## src/rtl/dim_zone_scheduler_if.sv

```systemverilog
// Bus between the zone-mean producer, the scheduler and the backlight driver.
// The scheduler takes the slave side; the driving environment takes the master side.
interface dim_zone_scheduler_if;
    logic       vs;
    logic [7:0] mean_i;
    logic       mean_valid_i;
    logic [7:0] zone_data_o;
    logic [6:0] zone_addr_o;
    logic       zone_valid_o;
    logic       zone_ready_i;
    logic       frame_done_o;
    logic       frame_drop_o;
    logic       overflow_o;

    modport slave (
        input  vs, mean_i, mean_valid_i, zone_ready_i,
        output zone_data_o, zone_addr_o, zone_valid_o,
        output frame_done_o, frame_drop_o, overflow_o
    );

    modport master (
        output vs, mean_i, mean_valid_i, zone_ready_i,
        input  zone_data_o, zone_addr_o, zone_valid_o,
        input  frame_done_o, frame_drop_o, overflow_o
    );
endinterface

```

## src/rtl/dim_zone_scheduler.sv

```systemverilog
// Ping-pong buffered local-dimming zone scheduler: collects one frame of zone means,
// swaps banks on frame sync and streams the completed frame to the backlight driver.
module dim_zone_scheduler #(
    parameter int unsigned ZONE_H = 16,
    parameter int unsigned ZONE_V = 8
) (
    input  logic                 clk,
    input  logic                 rst,
    dim_zone_scheduler_if.slave  bus
);
    localparam int unsigned ZONE_NUM = ZONE_H * ZONE_V;
    localparam int unsigned AW       = 7;
    localparam int unsigned CW       = 8;
    localparam int unsigned DW       = 8;
    localparam logic [AW-1:0] LAST_ADDR = AW'(ZONE_NUM - 1);
    localparam logic [CW-1:0] FULL_CNT  = CW'(ZONE_NUM);

    typedef enum logic [1:0] {IDLE, SEND, DONE} state_t;

    state_t        state;
    logic [DW-1:0] bank_mem [2][ZONE_NUM];
    logic          wr_bank;
    logic          rd_bank;
    logic          vs_d;
    logic [CW-1:0] wr_cnt;
    logic          vs_edge;
    logic          swap;
    logic          wr_en;
    logic          wr_bank_eff;
    logic [AW-1:0] wr_addr;

    assign vs_edge     = bus.vs & ~vs_d;
    assign swap        = vs_edge && (wr_cnt == FULL_CNT) && (state == IDLE);
    assign rd_bank     = ~wr_bank;
    // A mean arriving with the frame edge belongs to the new frame, in the post-swap bank.
    assign wr_bank_eff = swap ? ~wr_bank : wr_bank;
    assign wr_addr     = vs_edge ? '0 : AW'(wr_cnt);
    assign wr_en       = bus.mean_valid_i && (vs_edge || (wr_cnt != FULL_CNT));

    always_ff @(posedge clk) begin
        if (wr_en) begin
            bank_mem[wr_bank_eff][wr_addr] <= bus.mean_i;
        end
    end

    // Write side: frame edge detection, fill counter, bank ownership.
    always_ff @(posedge clk or posedge rst) begin
        if (rst) begin
            vs_d             <= 1'b0;
            wr_cnt           <= '0;
            wr_bank          <= 1'b0;
            bus.overflow_o   <= 1'b0;
            bus.frame_drop_o <= 1'b0;
        end else begin
            vs_d             <= bus.vs;
            bus.frame_drop_o <= vs_edge & ~swap;
            if (swap) begin
                wr_bank <= ~wr_bank;
            end
            if (vs_edge) begin
                wr_cnt <= bus.mean_valid_i ? CW'(1) : '0;
            end else if (bus.mean_valid_i) begin
                if (wr_cnt != FULL_CNT) begin
                    wr_cnt <= wr_cnt + CW'(1);
                end else begin
                    bus.overflow_o <= 1'b1;
                end
            end
        end
    end

    // Read side: the output register is the synchronous RAM read port, so the next
    // address is fetched on the transfer cycle and data stays put while stalled.
    always_ff @(posedge clk or posedge rst) begin
        if (rst) begin
            state            <= IDLE;
            bus.zone_valid_o <= 1'b0;
            bus.zone_data_o  <= '0;
            bus.zone_addr_o  <= '0;
            bus.frame_done_o <= 1'b0;
        end else begin
            bus.frame_done_o <= 1'b0;
            case (state)
                IDLE: begin
                    bus.zone_valid_o <= 1'b0;
                    bus.zone_addr_o  <= '0;
                    if (swap) begin
                        state <= SEND;
                    end
                end
                SEND: begin
                    if (!bus.zone_valid_o) begin
                        bus.zone_valid_o <= 1'b1;
                        bus.zone_data_o  <= bank_mem[rd_bank][bus.zone_addr_o];
                    end else if (bus.zone_ready_i) begin
                        if (bus.zone_addr_o == LAST_ADDR) begin
                            state            <= DONE;
                            bus.zone_valid_o <= 1'b0;
                            bus.zone_addr_o  <= '0;
                            bus.frame_done_o <= 1'b1;
                        end else begin
                            bus.zone_addr_o <= bus.zone_addr_o + AW'(1);
                            bus.zone_data_o <= bank_mem[rd_bank][bus.zone_addr_o + AW'(1)];
                        end
                    end
                end
                DONE: begin
                    bus.zone_valid_o <= 1'b0;
                    state            <= IDLE;
                end
                default: begin
                    bus.zone_valid_o <= 1'b0;
                    state            <= IDLE;
                end
            endcase
        end
    end
endmodule

```

## src/flat_wrapper.sv

```systemverilog
// flat-port wrapper written by rule: the top's interface ports become plain ports
module dim_zone_scheduler_flat 
#(
    parameter int unsigned ZONE_H = 16,
    parameter int unsigned ZONE_V = 8
)
  (clk, rst, bus_vs, bus_mean_i, bus_mean_valid_i, bus_zone_ready_i, bus_zone_data_o, bus_zone_addr_o, bus_zone_valid_o, bus_frame_done_o, bus_frame_drop_o, bus_overflow_o);
  dim_zone_scheduler_if bus_i ();
  input  logic clk;
  input  logic rst;
  input wire logic [$bits(bus_i.vs)-1:0] bus_vs;
  input wire logic [$bits(bus_i.mean_i)-1:0] bus_mean_i;
  input wire logic [$bits(bus_i.mean_valid_i)-1:0] bus_mean_valid_i;
  input wire logic [$bits(bus_i.zone_ready_i)-1:0] bus_zone_ready_i;
  output wire logic [$bits(bus_i.zone_data_o)-1:0] bus_zone_data_o;
  output wire logic [$bits(bus_i.zone_addr_o)-1:0] bus_zone_addr_o;
  output wire logic [$bits(bus_i.zone_valid_o)-1:0] bus_zone_valid_o;
  output wire logic [$bits(bus_i.frame_done_o)-1:0] bus_frame_done_o;
  output wire logic [$bits(bus_i.frame_drop_o)-1:0] bus_frame_drop_o;
  output wire logic [$bits(bus_i.overflow_o)-1:0] bus_overflow_o;
  assign bus_i.vs = bus_vs;
  assign bus_i.mean_i = bus_mean_i;
  assign bus_i.mean_valid_i = bus_mean_valid_i;
  assign bus_i.zone_ready_i = bus_zone_ready_i;
  assign bus_zone_data_o = bus_i.zone_data_o;
  assign bus_zone_addr_o = bus_i.zone_addr_o;
  assign bus_zone_valid_o = bus_i.zone_valid_o;
  assign bus_frame_done_o = bus_i.frame_done_o;
  assign bus_frame_drop_o = bus_i.frame_drop_o;
  assign bus_overflow_o = bus_i.overflow_o;
  dim_zone_scheduler #(.ZONE_H(ZONE_H), .ZONE_V(ZONE_V)) u_core (.clk(clk), .rst(rst), .bus(bus_i));
endmodule
```

## config.mk

```make
export PLATFORM = sky130hd
export DESIGN_NAME = dim_zone_scheduler_flat
export DESIGN_NICKNAME = d
export VERILOG_FILES = /design/src/rtl/dim_zone_scheduler_if.sv /design/src/rtl/dim_zone_scheduler.sv /design/src/flat_wrapper.sv
export SDC_FILE = /design/constraint.sdc
export NUM_CORES = 2
export LEC_CHECK = 0
export BUFFER_PORTS_ARGS = -buffer_cell sky130_fd_sc_hd__buf_2
export CORE_MARGIN = 1.5
export CORE_UTILIZATION = 45
export CTS_CLUSTER_DIAMETER = 100
export DETAILED_ROUTE_END_ITERATION = 8
export PLACE_DENSITY_LB_ADDON = 0.3
export SLEW_MARGIN = 20
export SYNTH_ARGS = -nofsm -noshare
export SYNTH_HDL_FRONTEND = slang
export SYNTH_SLANG_ARGS = --single-unit
```

## constraint.sdc

```tcl
create_clock -name clk -period 9.5 [get_ports clk]
set_input_delay 0.475 -clock clk [delete_from_list [all_inputs] [get_ports clk]]
set_output_delay 0.475 -clock clk [all_outputs]
set_load 0.01 [all_outputs]
```

==> summary.txt <==
Status
  – Status: finished clean

Logic synthesis
  – Synthesized area: 97400 sq um
  – Sequential element share of the synthesized area: 63.9%
  – Yosys warnings: 0
  – Number of synthesized flops with an enable pin: approximately 2000
  – Post-synth top flop: edfxtp_1
  – Synthesized flop and latch total: 2079
  – Syn nets: between 4000 and 5000
  – Yosys cell types: 65
  – Synth Area per Inst: 19.6 sq um
  – Mapped Cells: approximately 5000
  – Post-synth ARST share: 1.49%

Worst setup path
  – FF-to-FF End: u_core.bus.zone_data_o[7]$_DFFE_PP0P_
  – Reg2Reg Depth: 10
  – CP max stage delay: 860 ps
  – Critical path class: reg2reg
  – Reg-to-reg startpoint: u_core.bus.zone_addr_o[0]$_DFFE_PP0P_
  – CP Launch Point: u_core.bus.zone_addr_o[0]$_DFFE_PP0P_
  – Max FO, Critical Path: 144
  – Worst path arrival time: 6070 ps
  – Chain of cells forming the critical path: buf_12, buf_4, buf_4, mux4_2, mux4_2, nor2_1, a21oi_1, and3_1, o21ai_0, o221ai_1
  – Slowest CP cell: buf_4
  – Worst reg-to-reg setup slack: 4130 ps
  – Req. time, crit path: 10190 ps
  – Crit. End Element: flip-flop
  – End of the critical path: u_core.bus.zone_data_o[7]$_DFFE_PP0P_
  – Worst setup SP type: flip-flop

Die
  – Die X: about 470 um
  – Core area: 215000 sq um
  – Die Area: ~220000 sq um
  – IO Pins: 32
  – Row cnt: 170
  – Die height: 468 um
  – Initial Utilization: 45.3%

STA
  – Count of final hold-check violations: 0
  – Clk_skew: 33.7 ps
  – Worst slew pin tran: 1310 ps
  – Setup TNS: 0 ps
  – RSZ-0062 raised after global routing: no
  – Period Utilization, post-route: a little under three fifths
  – Endpoints failing setup: 0
  – Hold Slack: a little over 60 ps
  – Relative slew slack: between 10% and 20%
  – Achievable frequency: ~190 MHz
  – Pins Over Slew Limit: 0
  – Final setup margin: around 4100 ps
  – Minimum clock period: 5370 ps

Power and ir drop
  – Peak VDD IR: 0.000213 V
  – Sw power: ~6.7 mW
  – Pwr/cell area: 219 nW/um^2
  – Switching fraction of total power: between 20% and 30%
  – Clock share of power: 36.5%
  – Leakage: between 30 and 40 nW
  – Combinational share of power: 20.0%
  – Internal power: 16.9 mW
  – Part of the power in registers: 43.5%
  – Total Power: 23.6 mW

Global routing
  – GRT met3 Usage: 7.64%
  – Met1 Use GR: 36.3%
  – Total track usage: 26.6%
  – Layer with the highest usage: met2
  – Vias in the first global route: around 54000
  – Overflow after GRT: 0
  – Largest net degree at the start of global routing: 146
  – Met2 GRT Util: 40.0%
  – Initial antenna violation count: 7
  – First-pass GRT wire length: 411000 um

Drt
  – DR DRC count: 0
  – Average wire per standard cell: roughly 36 um
  – Via count: 55300
  – TritonRoute pass-1 iters: 8
  – Initial DRC count: 8722
  – DR vias/cell: approximately 7
  – Routed Antenna Nets: 0
  – Post-Route WL: 292000 um

Finish
  – Filler cell count: 17000
  – Layout area overhead: 10.6%
  – Design Area, Final: between 100000 and 150000 sq um
  – Layout cells sized above 1: 33.5%
  – Nets: around 5000

Clocking
  – Clk slew on worst S/H paths: 70 ps
  – Cts bufs inserted: 216
  – CTS resizes: 0
  – CTS tree: built
  – Clock buffer depth: 3
  – Root Buffer: clkbuf_16
  – CTS HTree Levels: 4
  – Clock net sink count: 2079
  – Clk Latency, worst-skew pair: 880 ps

Placement
  – HPWL reported at the end of detailed placement: 183000 um
  – Setup WS pre-CTS: 4140 ps
  – Final weighted congestion in routability-driven placement: 0.922
  – IO Port Bufs: 31
  – DP Area: slightly above 100000 sq um

Worst hold path
  – HP Class: in2reg

Flow run
  – Max-cap violations: 0
cell families after synthesis:
| group | after synthesis | share of synthesized area [%] |
|---|---|---|
| muxes | 1239 | 27.1 |
| adders and majority gates | 3 | 0.0385 |
| and+or+nand+nor | 909 | 4.11 |
| xor gates and xnor gates | 11 | 0.126 |
| buffers and inverters | 414 | 2.32 |
| DFF | 2079 | 63.9 |
| AOI/OAI and AO/OA | 324 | 2.35 |
area by class of cell:
class                   instances  area (sq um)  area share [%]
repair buffers                192          1600            1.49
clock inverters               139          1510            1.40
well taps                    2838          3550            3.30
flip-flops and latches       2079         62300            57.8
inverters                       8          30.0          0.0279
multi-input cells            2486         33100            30.7
diodes                          8          20.0          0.0186
clock buffers                 258          5630            5.22
Yosys cell counts, types with 36 or more instances:
library cell	instances	area (sq um)
buf_4	61	458
clkbuf_1	127	477
o21ai_0	48	240
nor2b_1	42	263
buf_2	156	781
edfxtp_1	2048	61500
nor2_1	345	1290
a22oi_1	60	450
mux4_2	1119	25200
a211oi_1	36	270
mux2i_1	98	981
nand3_1	114	571
nand2_1	270	1010
o22ai_1	42	263
nand4_1	42	263
cells in the final DEF, fill, tap and decap left out, types with 8 or more instances in the layout:
cell and count:
bufinv_16 27, clkinvlp_4 9, nor2b_1 38, a31oi_1 11, clkbuf_1 38, inv_6 8, or2_2 9, buf_2 23
a221oi_1 22, edfxtp_1 2048, a311o_1 14, o211ai_1 29, nand2_2 8, nor2_2 33, a21oi_1 22, buf_4 145
a22oi_1 59, o22ai_1 42, nand4_1 42, nand2b_1 8, clkinv_2 31, diode_2 8, clkinv_1 48, clkbuf_16 218
nand3_1 113, nor4_1 14, a211oi_1 36, clkbuf_8 9, mux2i_1 98, o21ai_0 48, dfrtp_1 25, nor3_1 34
buf_12 13, nor2_1 310, and3_1 8, mux2_2 22, mux4_2 1119, nand2_1 258
stage by stage:
step                utilization (%)  instances
global route                   50.1       8002
CTS                            50.1       8000
floorplan                         -       4979
global placement               46.8       7600
detailed placement             46.8       7601
finish                         50.2       8008
flip-flops by register name, summed over array words and instances, names as in the netlist:
name,flops
u_core.state,2
u_core.bus.zone_valid_o,1
u_core.bus.overflow_o,1
u_core.bus.zone_addr_o,7
u_core.vs_d,1
u_core.wr_bank,1
u_core.bus.frame_done_o,1
u_core.bus.frame_drop_o,1
u_core.bank_mem,2048
u_core.wr_cnt,8
u_core.bus.zone_data_o,8
power by group through the flow:
stage                     Clock (mW)  Combinational [mW]  Sequential, mW
final                           8.61                4.72            10.3
after global placement             0                4.63            10.4
after global routing            9.02                4.85            10.3
after detailed placement           0                4.65            10.4
after floorplan                    0                2.97            10.3
after CTS                       8.67                4.66            10.3
routing by layer:
metal / wire length [um] / up-vias
li1: - / 21400
met1: 109000 / 29300
met2: 134000 / 3932
met3: 35200 / 648
met4: 13400 / 6
met5: 44 / -
worst min-delay path by stage:
| stage | start | endpoint | slack, ps | depth (start not counted) |
|---|---|---|---|---|
| 6_report | bus_mean_valid_i | u_core.wr_cnt[1]$_DFFE_PP0P_ | 60 | 3 |
| 5_1_grt | bus_mean_valid_i | u_core.wr_cnt[1]$_DFFE_PP0P_ | 50 | 3 |
| 2_1_floorplan | u_core.bus.overflow_o$_DFFE_PP0P_ | u_core.bus.overflow_o$_DFFE_PP0P_ | 490 | 1 |
| 3_5_place_dp | u_core.bus.overflow_o$_DFFE_PP0P_ | u_core.bus.overflow_o$_DFFE_PP0P_ | 510 | 1 |
| 4_1_cts | bus_mean_valid_i | u_core.wr_cnt[1]$_DFFE_PP0P_ | 20 | 3 |
| 3_3_place_gp | u_core.bus.overflow_o$_DFFE_PP0P_ | u_core.bus.overflow_o$_DFFE_PP0P_ | 530 | 1 |
worst max-delay path, delay by kind of cell, from the launching register on:
family	cells	cell delay, ps
compound gates	3	670
flops	1	760
buf+inv	3	2320
mux	2	940
simple gates	2	390
repair_timing:
item / CTS / global route
hold buffers: 2 / 0
hold endpoints to repair: 32 / 0
buffers inserted: 0 / 0
No activity file was read; power rests on OpenSTA's default activity.
